==> src/rtl/otter_bp_pkg.sv <==
// Shared definitions for the OTTER branch predictor: index-width helper,
// counter initial-value helpers and the default BTB entry layout.
package otter_bp_pkg;

    // Number of PC bits used to select a BTB entry.
    function automatic int bp_idxw(input int entries);
        return $clog2(entries);
    endfunction

    // Counter value given to a freshly allocated entry (weakly taken).
    function automatic int bp_ctr_weak_t(input int ctr_bits);
        return 1 << (ctr_bits - 1);
    endfunction

    // Counter value after reset (weakly not-taken).
    function automatic int bp_ctr_weak_nt(input int ctr_bits);
        return (1 << (ctr_bits - 1)) - 1;
    endfunction

    // Default geometry of the predictor.
    localparam int BP_XLEN     = 32;
    localparam int BP_ENTRIES  = 16;
    localparam int BP_CTR_BITS = 2;
    localparam int BP_IDXW     = bp_idxw(BP_ENTRIES);
    localparam int BP_TAGW     = BP_XLEN - BP_IDXW - 2;

    localparam int CTR_WEAK_T  = bp_ctr_weak_t(BP_CTR_BITS);
    localparam int CTR_WEAK_NT = bp_ctr_weak_nt(BP_CTR_BITS);

    // BTB entry layout at the default geometry.
    typedef struct packed {
        logic                   valid;
        logic [BP_TAGW-1:0]     tag;
        logic [BP_XLEN-1:0]     target;
        logic [BP_CTR_BITS-1:0] ctr;
    } bp_entry_t;

endpackage

==> src/rtl/otter_branch_predictor_sat_ctr.sv <==
// Saturating up/down counter next-state logic used on the BTB update path.
module bp_sat_ctr #(
    parameter int CTR_BITS = 2
) (
    input  logic [CTR_BITS-1:0] i_ctr,
    input  logic                i_up,
    output logic [CTR_BITS-1:0] o_ctr
);

    localparam logic [CTR_BITS-1:0] CTR_MAX = '1;
    localparam logic [CTR_BITS-1:0] CTR_MIN = '0;
    localparam logic [CTR_BITS-1:0] CTR_ONE = CTR_BITS'(1);

    // Step toward taken or not-taken, holding at either end of the range.
    always_comb begin
        o_ctr = i_ctr;
        if (i_up) begin
            if (i_ctr != CTR_MAX) begin
                o_ctr = i_ctr + CTR_ONE;
            end
        end else begin
            if (i_ctr != CTR_MIN) begin
                o_ctr = i_ctr - CTR_ONE;
            end
        end
    end

endmodule

==> src/rtl/otter_branch_predictor.sv <==
// Direct-mapped BTB with per-entry saturating direction counters.
// Fetch looks up combinationally; execute writes the resolved outcome back
// and raises MISPREDICT/REDIRECT_PC for the hazard unit.
// Optional statistics counters are built when OTTER_BP_STATS_EN is defined;
// otherwise STAT_* read as zero and no counter flops exist.
module otter_branch_predictor
    import otter_bp_pkg::*;
#(
    parameter int XLEN     = 32,
    parameter int ENTRIES  = 16,
    parameter int CTR_BITS = 2
) (
    input  logic            CLK,
    input  logic            RST,
    input  logic [XLEN-1:0] LKP_PC,
    output logic            PRED_TAKEN,
    output logic [XLEN-1:0] PRED_TARGET,
    input  logic            UPD_VALID,
    input  logic [XLEN-1:0] UPD_PC,
    input  logic            UPD_TAKEN,
    input  logic [XLEN-1:0] UPD_TARGET,
    input  logic            UPD_PRED_TAKEN,
    input  logic [XLEN-1:0] UPD_PRED_TARGET,
    output logic            MISPREDICT,
    output logic [XLEN-1:0] REDIRECT_PC,
    output logic [31:0]     STAT_BRANCHES,
    output logic [31:0]     STAT_MISPREDICTS
);

    localparam int IDXW = bp_idxw(ENTRIES);
    localparam int TAGW = XLEN - IDXW - 2;
    localparam logic [CTR_BITS-1:0] CTR_ALLOC = CTR_BITS'(bp_ctr_weak_t(CTR_BITS));
    localparam logic [CTR_BITS-1:0] CTR_RESET = CTR_BITS'(bp_ctr_weak_nt(CTR_BITS));

    typedef struct packed {
        logic                valid;
        logic [TAGW-1:0]     tag;
        logic [XLEN-1:0]     target;
        logic [CTR_BITS-1:0] ctr;
    } entry_t;

    entry_t              w_entry [ENTRIES];

    logic [IDXW-1:0]     w_lkp_idx;
    logic [TAGW-1:0]     w_lkp_tag;
    entry_t              w_lkp_entry;
    logic                w_lkp_hit;

    logic [IDXW-1:0]     w_upd_idx;
    logic [TAGW-1:0]     w_upd_tag;
    entry_t              w_upd_old;
    logic                w_upd_hit;
    logic                w_entry_we;
    logic [CTR_BITS-1:0] w_ctr_next;
    entry_t              w_entry_next;

    logic [XLEN-1:0]     w_pc_plus4;
    logic                w_target_wrong;
    logic                w_unused_pc_lsbs;

    // Byte offset within the instruction word plays no part in indexing.
    assign w_unused_pc_lsbs = ^{LKP_PC[1:0], UPD_PC[1:0]};

    // ------------------------------------------------------------------
    // Entry storage: flops rather than RAM, because lookup is zero-latency
    // and reset must invalidate every entry at once.
    // ------------------------------------------------------------------
    genvar gi;
    for (gi = 0; gi < ENTRIES; gi++) begin : g_entry
        entry_t r_entry;

        // Hold one BTB entry; reset invalidates it and parks the counter weakly not-taken.
        always_ff @(posedge CLK) begin
            if (RST) begin
                r_entry.valid <= 1'b0;
                r_entry.ctr   <= CTR_RESET;
            end else if (w_entry_we && (w_upd_idx == IDXW'(gi))) begin
                r_entry <= w_entry_next;
            end
        end

        assign w_entry[gi] = r_entry;
    end

    // ------------------------------------------------------------------
    // Fetch-side lookup. Reads current state, so a same-cycle update at the
    // same index is only seen on the following cycle.
    // ------------------------------------------------------------------
    assign w_lkp_idx   = LKP_PC[IDXW+1:2];
    assign w_lkp_tag   = LKP_PC[XLEN-1:IDXW+2];
    assign w_lkp_entry = w_entry[w_lkp_idx];
    assign w_lkp_hit   = w_lkp_entry.valid && (w_lkp_entry.tag == w_lkp_tag);

    assign PRED_TAKEN  = w_lkp_hit && w_lkp_entry.ctr[CTR_BITS-1];
    assign PRED_TARGET = PRED_TAKEN ? w_lkp_entry.target : '0;

    // ------------------------------------------------------------------
    // Execute-side update.
    // A miss that was not taken leaves the table alone; a taken miss
    // allocates, evicting whatever alias occupied the slot.
    // ------------------------------------------------------------------
    assign w_upd_idx  = UPD_PC[IDXW+1:2];
    assign w_upd_tag  = UPD_PC[XLEN-1:IDXW+2];
    assign w_upd_old  = w_entry[w_upd_idx];
    assign w_upd_hit  = w_upd_old.valid && (w_upd_old.tag == w_upd_tag);
    assign w_entry_we = UPD_VALID && (w_upd_hit || UPD_TAKEN);

    bp_sat_ctr #(
        .CTR_BITS (CTR_BITS)
    ) u_sat_ctr (
        .i_ctr (w_upd_old.ctr),
        .i_up  (UPD_TAKEN),
        .o_ctr (w_ctr_next)
    );

    // Build the replacement entry: train the counter on a hit, allocate on a miss.
    always_comb begin
        w_entry_next = w_upd_old;
        if (w_upd_hit) begin
            w_entry_next.ctr = w_ctr_next;
            if (UPD_TAKEN) begin
                w_entry_next.target = UPD_TARGET;
            end
        end else begin
            w_entry_next.valid  = 1'b1;
            w_entry_next.tag    = w_upd_tag;
            w_entry_next.target = UPD_TARGET;
            w_entry_next.ctr    = CTR_ALLOC;
        end
    end

    // ------------------------------------------------------------------
    // Misprediction detection and redirect. Purely a function of the
    // update inputs; the caller keeps UPD_VALID low while in reset.
    // ------------------------------------------------------------------
    assign w_pc_plus4     = UPD_PC + XLEN'(4);
    assign w_target_wrong = UPD_TAKEN && (UPD_TARGET != UPD_PRED_TARGET);
    assign MISPREDICT     = UPD_VALID && ((UPD_TAKEN != UPD_PRED_TAKEN) || w_target_wrong);
    assign REDIRECT_PC    = !MISPREDICT ? '0 :
                            (UPD_TAKEN ? UPD_TARGET : w_pc_plus4);

`ifdef OTTER_BP_STATS_EN
    logic [31:0] r_stat_branches;
    logic [31:0] r_stat_mispredicts;

    // Count resolved branches and mispredictions, saturating at all-ones.
    always_ff @(posedge CLK) begin
        if (RST) begin
            r_stat_branches    <= '0;
            r_stat_mispredicts <= '0;
        end else begin
            if (UPD_VALID && (r_stat_branches != 32'hFFFF_FFFF)) begin
                r_stat_branches <= r_stat_branches + 32'd1;
            end
            if (MISPREDICT && (r_stat_mispredicts != 32'hFFFF_FFFF)) begin
                r_stat_mispredicts <= r_stat_mispredicts + 32'd1;
            end
        end
    end

    assign STAT_BRANCHES    = r_stat_branches;
    assign STAT_MISPREDICTS = r_stat_mispredicts;
`else
    assign STAT_BRANCHES    = '0;
    assign STAT_MISPREDICTS = '0;
`endif

endmodule

==> config.mk <==
export PLATFORM = sky130hd
export DESIGN_NAME = otter_branch_predictor
export DESIGN_NICKNAME = d
export VERILOG_FILES = /design/src/rtl/otter_bp_pkg.sv /design/src/rtl/otter_branch_predictor_sat_ctr.sv /design/src/rtl/otter_branch_predictor.sv
export SDC_FILE = /design/constraint.sdc
export NUM_CORES = 1
export LEC_CHECK = 0
export BUFFER_PORTS_ARGS = -buffer_cell sky130_fd_sc_hd__buf_4
export CAP_MARGIN = 40
export CELL_PAD_IN_SITES_DETAIL_PLACEMENT = 0
export CELL_PAD_IN_SITES_GLOBAL_PLACEMENT = 1
export CORE_MARGIN = 4
export CORE_UTILIZATION = 36
export CTS_BUF_LIST = sky130_fd_sc_hd__clkbuf_2 sky130_fd_sc_hd__clkbuf_4 sky130_fd_sc_hd__clkbuf_8
export CTS_CLUSTER_DIAMETER = 100
export DETAILED_ROUTE_END_ITERATION = 10
export MAX_ROUTING_LAYER = met4
export PLACE_DENSITY_LB_ADDON = 0.15
export SYNTH_ARGS = -nofsm -noshare
export SYNTH_HDL_FRONTEND = slang
export SYNTH_HIERARCHICAL = 1
export SYNTH_SLANG_ARGS = --single-unit
==> constraint.sdc <==
create_clock -name CLK -period 8.61 [get_ports CLK]
set_clock_uncertainty 0.1 [all_clocks]
set_input_delay 0.861 -clock CLK [delete_from_list [all_inputs] [get_ports CLK]]
set_output_delay 0.861 -clock CLK [all_outputs]
set_load 0.005 [all_outputs]
Word-level counts from Yosys, hierarchy flattened
Cells that the tools add are included.
- bits in registers: 976
- output and inout bits: 130
- $add $sub $neg: 3
- order comparisons: 2
- equal/unequal tests: 20
- multiplexer cells: 15
- bitwise gates (word level): 3
- reductions and logical operators: 42
- operators by type and width (cell ; number):
    $bmux W61 S4 ; 2
    $mux W61 ; 4
    $mux W32 ; 4
    $eq A26 B26 Y1 ; 2
    $mux W34 ; 1
    $add A32 B3 Y32 const B ; 1
    $eq A4 B4 Y1 const B ; 8
    $ne A32 B32 Y1 ; 1
    $reduce_and A2 Y1 ; 16
    $mux W27 ; 1
    $logic_and A1 B1 Y1 ; 22
    $eq A4 B3 Y1 const B ; 4
    $ge A5 B5 Y1 const B ; 2
    $not A4 Y5 ; 2
    $eq A4 B2 Y1 const B ; 2
    $mux W2 ; 3
    $eq A4 B1 Y1 const B ; 1
    $logic_not A4 Y1 ; 1
    $add A2 B1 Y2 const B ; 1
    $logic_or A1 B1 Y1 ; 2
    $ne A2 B2 Y1 const B ; 1
    $reduce_bool A2 Y1 ; 1
    $sub A2 B1 Y2 const B ; 1
    $ne A1 B1 Y1 ; 1
    $not A1 Y1 ; 1

Longest topological paths before layout
Gate-level depths: netlist (run 1).
- depth after elaboration: 10
- depth in mapped cells: 15
- gate-level depth less buffers: 9

Hierarchy
Netlist (run 1), hierarchy kept.
- by module, submodules not included (module ; instances ; cells an instance ; area each (µm²) ; seq. area each (µm²)):
    otter_branch_predictor ; 1 ; 2618 ; 48273.8 ; 28827.6
    bp_sat_ctr ; 1 ; 3 ; 26.3 ; 0.0

Least setup slack after synthesis (run 1)
OpenSTA, ideal clock, no wires.
- kind: in2reg
- start: input UPD_PC[3]
- end: register g_entry[1].r_entry[10] (netlist bit) (enable)
- library setup time: 0.545 ns
- arrival: 7.314 ns
- path slack: 0.651 ns
- stages on the path: 13
- path buffers: 6
- cells stage by stage: buf_6 -> buf_4 -> buf_4 -> buf_2 -> mux4_2 -> a22o_1 -> a221oi_1 -> xor2_1 -> nand4_4 -> o31a_1 -> buf_6 -> buf_6 -> nor3_1
- cells in the longest elaborated chain, start to end: 10
- elaborated cells between the ends (all ways): 11
- classes of those cells: 2 x eq/ne; 3 x mux; 1 x bitwise; 5 x reduce/logical
- RTL lines (element ; line ; source):
    from (decl) ; otter_branch_predictor.sv:19 ; input logic [XLEN-1:0] UPD_PC,
    $not A4 Y5 (implied by the code) ; otter_branch_predictor.sv:104 ; assign w_upd_old = w_entry[w_upd_idx];
    $bmux W61 S4 ; otter_branch_predictor.sv:104 ;
    $mux W61 (implied by the code) (2 in series) ; otter_branch_predictor.sv:104 ;
    $eq A26 B26 Y1 ; otter_branch_predictor.sv:105 ; assign w_upd_hit = w_upd_old.valid && (w_upd_old.tag == w_upd_tag);
    $logic_and A1 B1 Y1 ; otter_branch_predictor.sv:105 ;
    $logic_or A1 B1 Y1 ; otter_branch_predictor.sv:106 ; assign w_entry_we = UPD_VALID && (w_upd_hit || UPD_TAKEN);
    $logic_and A1 B1 Y1 ; otter_branch_predictor.sv:106 ;
    $logic_and A1 B1 Y1 (*) ; otter_branch_predictor.sv:77 ; end else if (w_entry_we && (w_upd_idx == IDXW'(gi))) begin
    $reduce_and A2 Y1 (no source line) (*) ; - ;
    to (signal assigned) ; otter_branch_predictor.sv:78 ; r_entry <= w_entry_next;
    to (decl) ; otter_branch_predictor.sv:70 ; entry_t r_entry;
Mark *: on every way between the ends. The rest lies on a longest branch, timed or not. The select of a mux whose other input is x is not followed.
A chain may end at the register's enable or synchronous reset.

Worst setup path after layout (run 1)
- start: input LKP_PC[2]
- end: output PRED_TARGET[24]
- cells in the longest elaborated chain, start to end: 8
- RTL lines (element ; line ; source):
    from (decl) ; otter_branch_predictor.sv:15 ; input logic [XLEN-1:0] LKP_PC,
    $not A4 Y5 (implied by the code) (*) ; otter_branch_predictor.sv:91 ; assign w_lkp_entry = w_entry[w_lkp_idx];
    $bmux W61 S4 (*) ; otter_branch_predictor.sv:91 ;
    $mux W61 (implied by the code) (*) (2 in series) ; otter_branch_predictor.sv:91 ;
    $eq A26 B26 Y1 ; otter_branch_predictor.sv:92 ; assign w_lkp_hit = w_lkp_entry.valid && (w_lkp_entry.tag == w_lkp_tag);
    $logic_and A1 B1 Y1 ; otter_branch_predictor.sv:92 ;
    $logic_and A1 B1 Y1 ; otter_branch_predictor.sv:94 ; assign PRED_TAKEN = w_lkp_hit && w_lkp_entry.ctr[CTR_BITS-1];
    $mux W32 (*) ; otter_branch_predictor.sv:95 ; assign PRED_TARGET = PRED_TAKEN ? w_lkp_entry.target : '0;
    to (decl) ; otter_branch_predictor.sv:17 ; output logic [XLEN-1:0] PRED_TARGET,
Marks and branches as above.

==> metrics.csv, run 1 <==
metric;value;unit
status;finished, final reports clean;
insertion_delay;0.91;ns
switchingPower;2.59;mW
vias;28300;
drv_slew;0;
start_util;0.362;
first_pass_iters;7;
syn_area;48300;µm²
die_h;374;µm
synth_cell_types;72;
cts.clk_slew.worst_paths;0.06;ns
hold_viol;0;
synth_warnings;6;
p_sw_frac;0.244;
critPathMaxFanout;56;
wl;161000;µm
cts_tree;yes;
clockBufferDepth;3;
fin_crit;6.80;ns
rsz0062_at_grt;false;
ys.flop_type;edfxtp_1;
seq_power_share;0.495;
antenna_found_initial;8;
drive_gt1_frac;0.380;
core;133000;µm²
cts_buffers;174;
p_leak;17.7;nW
endpoint_kind;primary output;
drtAntennaViolNets;0;
synth_seq_area_share;0.597;
gp_congestion;0.826;
required;7.65;ns
hold_path_class;in -> reg;
internal-power;8.01;mW
cts_hold_buf;0;
post_drt_wl_per_cell;33.9;µm
stdcell_area;55100;µm²
ctsRootBufferMaster;clkbuf_8;
setup-tns-final;0;ns
area.growth.synth_to_final;14.1;%
slew_headroom;0.385;
vias_per_cell;5.95;
portBuffers;196;
reg_top3;g_entry.r_entry (976);
drv_cap;0;
worst-setup-path-type;in -> out;
fin_util;0.414;
arrival;5.84;ns
grt_max_degree;90;
largest_reg_flops;976;
syn_avg_cell_area;18.4;µm²
rows;134;
cts_resized;0;
grt_overflow;0;
grt_use_total;0.235;
hpwl;97200;µm
clock_power_share;0.410;
drt_iter0_drc;2743;
syn_inst;2621;
irDropWorstVdd;104;µV
setup_viol;0;
tightest_slew;0.923;ns
fin_hold_ws;0.231;ns
htreeDepth;4;
grt_pass1_wl;228000;µm
ys_ff_latch;976;
synthArstFlopShare;0;
p_comb_frac;0.095;
dpl-instance-area;51700;µm²
drc;0;
cts.sinks;976;
fmax;147;MHz
postCtsSetupBuffers;0;
largest-register;g_entry.r_entry;
power.density;192;nW/µm²
regToRegSetupSlack;3.39;ns
die_area;140000;µm²
grt_pass1_vias;29600;
synth_edf_count;928;
ios;263;
die_w;374;µm
startpoint_type;primary input;
fin_crit_sh;0.790;
final_nets;2983;
-- cells by family after synthesis --
| group | after synthesis | synth area share |
|---|---|---|
| flip-flops | 976 | 0.597 |
| buffers and inverters | 312 | 0.0345 |
| other | 1 | 0.0000776 |
| AO/OA/AOI/OAI | 206 | 0.0309 |
| XOR/XNOR | 109 | 0.0198 |
| multiplexers | 668 | 0.280 |
| adder cells (fa/ha/maj) | 6 | 0.00150 |
| AND/OR/NAND/NOR | 343 | 0.0363 |
-- cells in the mapped netlist (6+ instances only) --
library cell,n,area share
a211oi_1,17,0.0026
a21oi_1,42,0.0044
a22o_1,14,0.0025
a22oi_1,8,0.0012
and3_1,6,0.00078
buf_1,42,0.0033
buf_2,29,0.0030
buf_4,83,0.013
buf_6,14,0.0033
clkbuf_1,118,0.0092
dfxtp_1,48,0.020
edfxtp_1,928,0.58
inv_1,17,0.0013
mux2_1,28,0.0065
mux2_2,15,0.0035
mux2i_1,82,0.017
mux4_2,543,0.25
nand2_1,59,0.0046
nand2b_1,16,0.0021
nand3_1,41,0.0042
nand4_1,14,0.0018
nor2_1,84,0.0065
nor2b_1,43,0.0056
nor3_1,26,0.0027
nor4_1,28,0.0036
o211ai_1,18,0.0028
o21ai_0,20,0.0021
o22ai_1,13,0.0017
o311ai_0,13,0.0024
o31ai_1,13,0.0020
o41ai_1,8,0.0015
or2_2,7,0.00091
or3_1,6,0.00078
xnor2_1,63,0.011
xor2_1,46,0.0083
-- stage by stage --
stage          worst slack [ns]  total power [mW]  cells
5_1_grt                    1.64              11.0   4752
4_1_cts                    1.75              10.7   4746
6_report                   1.81              10.6   4753
3_5_place_dp               1.76              6.35   4438
2_1_floorplan             0.651              5.99   2684
3_3_place_gp               1.76              6.33   4431
-- final cells by class --
type	count	area, µm²
multi-input cells	1396	18100
inverters	21	81.3
well taps	1768	2210
diodes	7	17.5
fillers	11900	78200
clock inverters	84	623
clock buffers	224	2810
repair buffers	277	2430
flip-flops and latches	976	28800
-- cells in the final DEF, fill, tap and decap left out, types with 17 or more instances in the layout --
cell        n
clkinv_1   47
nor2_1     83
inv_1      17
clkbuf_4   44
mux2_1     28
mux4_2    543
clkbuf_8  181
nand2_1    59
buf_4     250
nor2b_1    43
nand3_1    41
xor2_1     46
o21ai_0    20
a21oi_1    42
o211ai_1   18
xnor2_1    63
edfxtp_1  928
a211oi_1   17
dfxtp_1    48
nor4_1     28
clkinv_2   19
mux2i_1    82
conb_1     64
-- per-layer routing --
layer / track usage / share of wire / vias up
met5: - / 0 / -
met4: 0.0568 / 0.020 / 0
met3: 0.0546 / 0.079 / 226
met2: 0.359 / 0.47 / 1357
met1: 0.320 / 0.43 / 15300
li1: - / - / 11400
-- worst max-delay path: stages --
cell and delay [ns]:
buf_8 0.52, buf_4 0.66, mux4_2 0.59, mux4_2 0.57, xor2_1 0.18, nor4_1 0.62
nand4_1 0.82, buf_4 0.53, nor2b_1 0.21, buf_4 0.13
-- power groups by stage --
stage          clock [mW]  combinational (mW)  sequential, mW
2_1_floorplan           0               0.655            5.34
3_3_place_gp            0               0.991            5.34
3_5_place_dp            0                1.01            5.34
4_1_cts              4.47                1.02            5.24
5_1_grt              4.69                1.06            5.24
6_report             4.35                1.00            5.24
-- path summary, 6_finish.rpt --
| check | from | cells past startpoint | endpoint |
|---|---|---|---|
| worst max-delay path | LKP_PC[2] | 10 | PRED_TARGET[24] |
| worst min-delay path | UPD_PC[31] | 1 | g_entry[3].r_entry[59] |
| worst max register to register | g_entry[1].r_entry[43] | 10 | g_entry[9].r_entry[50] |
| worst min register to register | g_entry[11].r_entry[60] | 2 | g_entry[11].r_entry[60] |
No activity file was read; power rests on OpenSTA's default activity.
==> inputs of run 2 (changes only) <==
clock period = 5.5 ns   (was 8.61 ns; I/O delays follow)
==> metrics.csv, run 2 (synthesis gave the netlist of run 1 again) <==
metric;value;unit
cts.sinks;976;
grt_pass1_vias;29800;
drv_slew;0;
drt_iter0_drc;3058;
drv_cap;0;
vias;28500;
dpl_worst_slack;0.217;ns
critPathTopFamily;simple AND/OR/NAND/NOR gates;
num-fill-cells;11900;
fmax;205;MHz
r2r_start;g_entry[10].r_entry[39];
tightest_slew;0.878;ns
portBuffers;196;
layout_common_cells;928 x edfxtp_1, 543 x mux4_2, 260 x buf_4;
status;finished, final reports clean;
die_h;374;µm
power.density;294;nW/µm²
die_area;140000;µm²
fin_crit_sh;0.889;
vias_per_cell;5.90;
fin_ws;0.610;ns
p_leak;18.1;nW
endpoint_kind;primary output;
setup_viol;0;
placed_cells;4476;
crit_chain;buf_8, buf_12, buf_4, nand3_1, nor4_1, nand2b_1, nor3_1, nand3_1, xnor2_1, mux2i_1, nor2_1, buf_4;
htreeDepth;4;
reg_top3;g_entry.r_entry (976);
clockBufferDepth;3;
insertion_delay;0.89;ns
cts_tree;yes;
worstHoldStart;UPD_TARGET[0];
first_pass_iters;6;
arrival;4.24;ns
highest_layer;met4;
critPathMaxStageDelay;0.63;ns
ios;263;
die_w;374;µm
post_drt_wl_per_cell;33.3;µm
drtAntennaViolNets;0;
drc;0;
grt_use_total;0.235;
final_common_cell;edfxtp_1;
slew_headroom;0.415;
instances_no_fill;4827;
largest-register;g_entry.r_entry;
cp_slowest_cell;buf_4;
grt_max_degree;71;
ctsRootBufferMaster;clkbuf_8;
hold_viol;0;
grt_pass1_wl;228000;µm
routed-wl-met3;12400;µm
grt_overflow;0;
crit_start;UPD_PC[2];
largest_reg_flops;976;
postCtsSetupBuffers;0;
final_nets;3047;
required;4.85;ns
rows;134;
critPathMaxFanout;37;
rsz0062_at_grt;false;
cp_num_buf_inv;4;
hpwl;99400;µm
gp_congestion;0.846;
wl;161000;µm
antenna_found_initial;7;
fin_crit;4.89;ns
wl_met2;76500;µm
irDropWorstVdd;222;µV
cts_buffers;173;
cts.clk_slew.worst_paths;0.06;ns
area.growth.synth_to_final;16.0;%
worst-setup-path-type;in -> out;
core;133000;µm²
hold_path_class;in -> reg;
startpoint_type;primary input;
start_util;0.362;
drive_gt1_frac;0.383;
wl_met1;69100;µm
==> run 2: layout make-up <==
| type | instances | area, µm² | share of cell area |
|---|---|---|---|
| sequential | 976 | 28800 | 0.515 |
| multi-input combinational | 1396 | 18200 | 0.325 |
| timing repair buffer | 342 | 3300 | 0.0589 |
| clock buffer | 217 | 2730 | 0.0487 |
| tap | 1768 | 2210 | 0.0395 |
| clock inverter | 99 | 626 | 0.0112 |
| inverter | 21 | 81.3 | 0.00145 |
| antenna | 8 | 20.0 | 0.000357 |
==> run 2: report_power, final <==
| group | internal, mW | switching [mW] | total (mW) |
|---|---|---|---|
| sequential | 8.19 | 0.0240 | 8.21 |
| clock | 3.55 | 3.10 | 6.65 |
| combinational | 0.694 | 0.906 | 1.60 |
==> run 2: per-stage QoR <==
step	hold WS [ns]	TNS, ns	cell area [µm²]	util	total power, mW
6_report	0.179	0	56000	0.420	16.5
5_1_grt	0.154	0	56000	0.420	17.1
4_1_cts	0.0582	0	56000	0.420	16.7
3_5_place_dp	0.364	0	52400	0.393	9.96
3_3_place_gp	0.365	0	52300	0.393	9.93
2_1_floorplan	0.342	-204.68	48700	-	9.38
==> run 2: metal layers <==
metal  vias up  GRT usage
met4         0     0.0522
met5         -          -
met3       210     0.0487
met2      1361      0.361
li1      11600          -
met1     15300      0.325
==> run 2: path summary, 6_finish.rpt <==
| path | end | slack (ns) | cells past startpoint |
|---|---|---|---|
| setup / recovery | REDIRECT_PC[29] | 0.61 | 12 |
| hold / removal | g_entry[1].r_entry[2] | 0.18 | 2 |
| setup reg to reg | g_entry[4].r_entry[28] | 0.89 | 10 |
| hold reg to reg | g_entry[5].r_entry[60] | 0.38 | 2 |
==> run 2: repair_timing <==
| action | 4_1_cts | 5_1_grt |
|---|---|---|
| endpoints found under the hold margin | 407 | 0 |
| setup endpoints to repair | 0 | 0 |
| gates resized for setup | 0 | 0 |
| hold buffers | 27 | 0 |
==> run 2: worst register-to-register path: stages (launching register included) <==
cell and delay [ns]:
edfxtp_1 0.39, mux4_2 0.47, mux2i_1 0.35, o22ai_1 0.15, a2111oi_0 0.70, a2bb2oi_1 0.36, or2_2 0.43, o31a_2 0.37
buf_4 0.24, nor3_4 0.28, buf_4 0.41
==> inputs of run 3 (changes only) <==
CORE_UTILIZATION = 45   (was 36)
PLACE_DENSITY = 0.69   (was default)
PLACE_DENSITY_LB_ADDON = default   (was 0.15)
==> metrics.csv, run 3 (synthesis gave the netlist of run 1 again) <==
metric;value;unit
instances_no_fill;4433;
gp_congestion;0.884;
drc;0;
grt_overflow;0;
clockBufferDepth;3;
ios;263;
cts_tree;yes;
die_h;336;µm
cp.depth;10;
hold_depth;2;
critPathMaxStageDelay;0.49;ns
final_common_cell;edfxtp_1;
drive_gt1_frac;0.384;
status;finished, final reports clean;
cts.clk_slew.worst_paths;0.07;ns
dpl-instance-area;51700;µm²
multiInputGateArea;18200;µm²
cp_num_buf_inv;3;
final_nets;3037;
fin_util;0.524;
dpl_worst_slack;0.364;ns
startpoint_type;flop;
endpoint_kind;primary output;
drv_cap;0;
p_leak;18.0;nW
irDropWorstVdd;180;µV
die_w;336;µm
vias;28900;
fin_ws;0.202;ns
cp_common_cell;buf_4;
tightest_slew;0.917;ns
largest_reg_flops;976;
grt_pass1_vias;29700;
insertion_delay;0.85;ns
ctsRootBufferMaster;clkbuf_8;
reg_top3;g_entry.r_entry (976);
regArea;28800;µm²
placed_cells;4099;
rsz0062_at_grt;false;
vias_per_cell;6.52;
num-fill-cells;8305;
largest-register;g_entry.r_entry;
grt_pass1_wl;217000;µm
crit_chain;mux4_2, mux4_2, xnor2_1, nand3_1, nor3_1, nand4_1, buf_4, buf_4, nor2b_1, buf_4;
hold_path_class;in -> reg;
drv_slew;0;
grt_max_degree;61;
fin_crit;5.30;ns
arrival;4.65;ns
rows;119;
cts_buffers;163;
portBuffers;196;
fmax;189;MHz
required;4.85;ns
power.density;301;nW/µm²
critPathMaxFanout;24;
wl;152000;µm
cp_slowest_cell;mux4_2;
core;106000;µm²
stdcell_area;55500;µm²
die_area;113000;µm²
cts.sinks;976;
cts_resized;0;
htreeDepth;4;
area.growth.synth_to_final;14.9;%
critPathTopFamily;simple AND/OR/NAND/NOR gates;
slew_headroom;0.389;
drtAntennaViolNets;0;
worst-setup-path-type;reg -> out;
grt_use_total;0.279;
antenna_found_initial;12;
start_util;0.456;
layout_common_cells;928 x edfxtp_1, 543 x mux4_2, 273 x buf_4;
drt_iter0_drc;3959;
hpwl;94800;µm
reg2reg_depth;10;
fin_crit_sh;0.963;
post_drt_wl_per_cell;34.4;µm
first_pass_iters;8;
hold_viol;0;
setup_viol;0;
run 3: cell types whose count changed in the layout (fill, tap and decap cells not counted), sizes merged:
cell      before  now
diode          8    9
bufinv         6   17
inv           25   23
clkbuf       218  203
clkinvlp       6    8
clkinv        83   69
run 3: metrics by stage:
step           power, mW  setup TNS (ns)  hold slack (ns)
5_1_grt             17.3               0            0.197
3_3_place_gp        9.88               0            0.362
2_1_floorplan       9.38         -204.68            0.342
3_5_place_dp        9.92               0            0.368
6_report            16.7               0            0.229
4_1_cts             16.8               0            0.122
run 3: report_power, final:
group / total (mW) / leakage (nW) / internal, mW / switching (mW)
Sequential: 8.21 / 8.74 / 8.18 / 0.0241
Combinational: 1.58 / 7.52 / 0.693 / 0.888
Clock: 6.93 / 1.79 / 3.88 / 3.05
run 3: worst paths after layout:
path                           startpoint                 endpoint  slack, ns
setup reg to reg  g_entry[12].r_entry[52]   g_entry[4].r_entry[41]       1.05
setup / recovery  g_entry[15].r_entry[34]          PRED_TARGET[21]       0.20
hold / removal             UPD_TARGET[31]  g_entry[10].r_entry[33]       0.23
hold reg to reg    g_entry[5].r_entry[60]   g_entry[5].r_entry[60]       0.37
run 3: final cells by class:
type,count,share of cell area
Inverter,21,0.00147
Sequential cell,976,0.519
Clock inverter,96,0.0161
Antenna cell,9,0.000406
Multi-Input combinational cell,1396,0.328
Timing Repair Buffer,342,0.0567
Clock buffer,202,0.0463
Tap cell,1391,0.0314
run 3: what timing repair did:
action                    4_1_cts  5_1_grt
hold buffers                   27        0
buffers inserted                0        0
hold endpoints to repair      417        0
run 3: per-layer routing:
layer | GRT usage | part of all wire | vias up
met5 | - | 0 | -
met4 | 0.0837 | 0.029 | 0
met3 | 0.0694 | 0.11 | 284
met2 | 0.430 | 0.48 | 1780
met1 | 0.372 | 0.39 | 15300
li1 | - | - | 11500
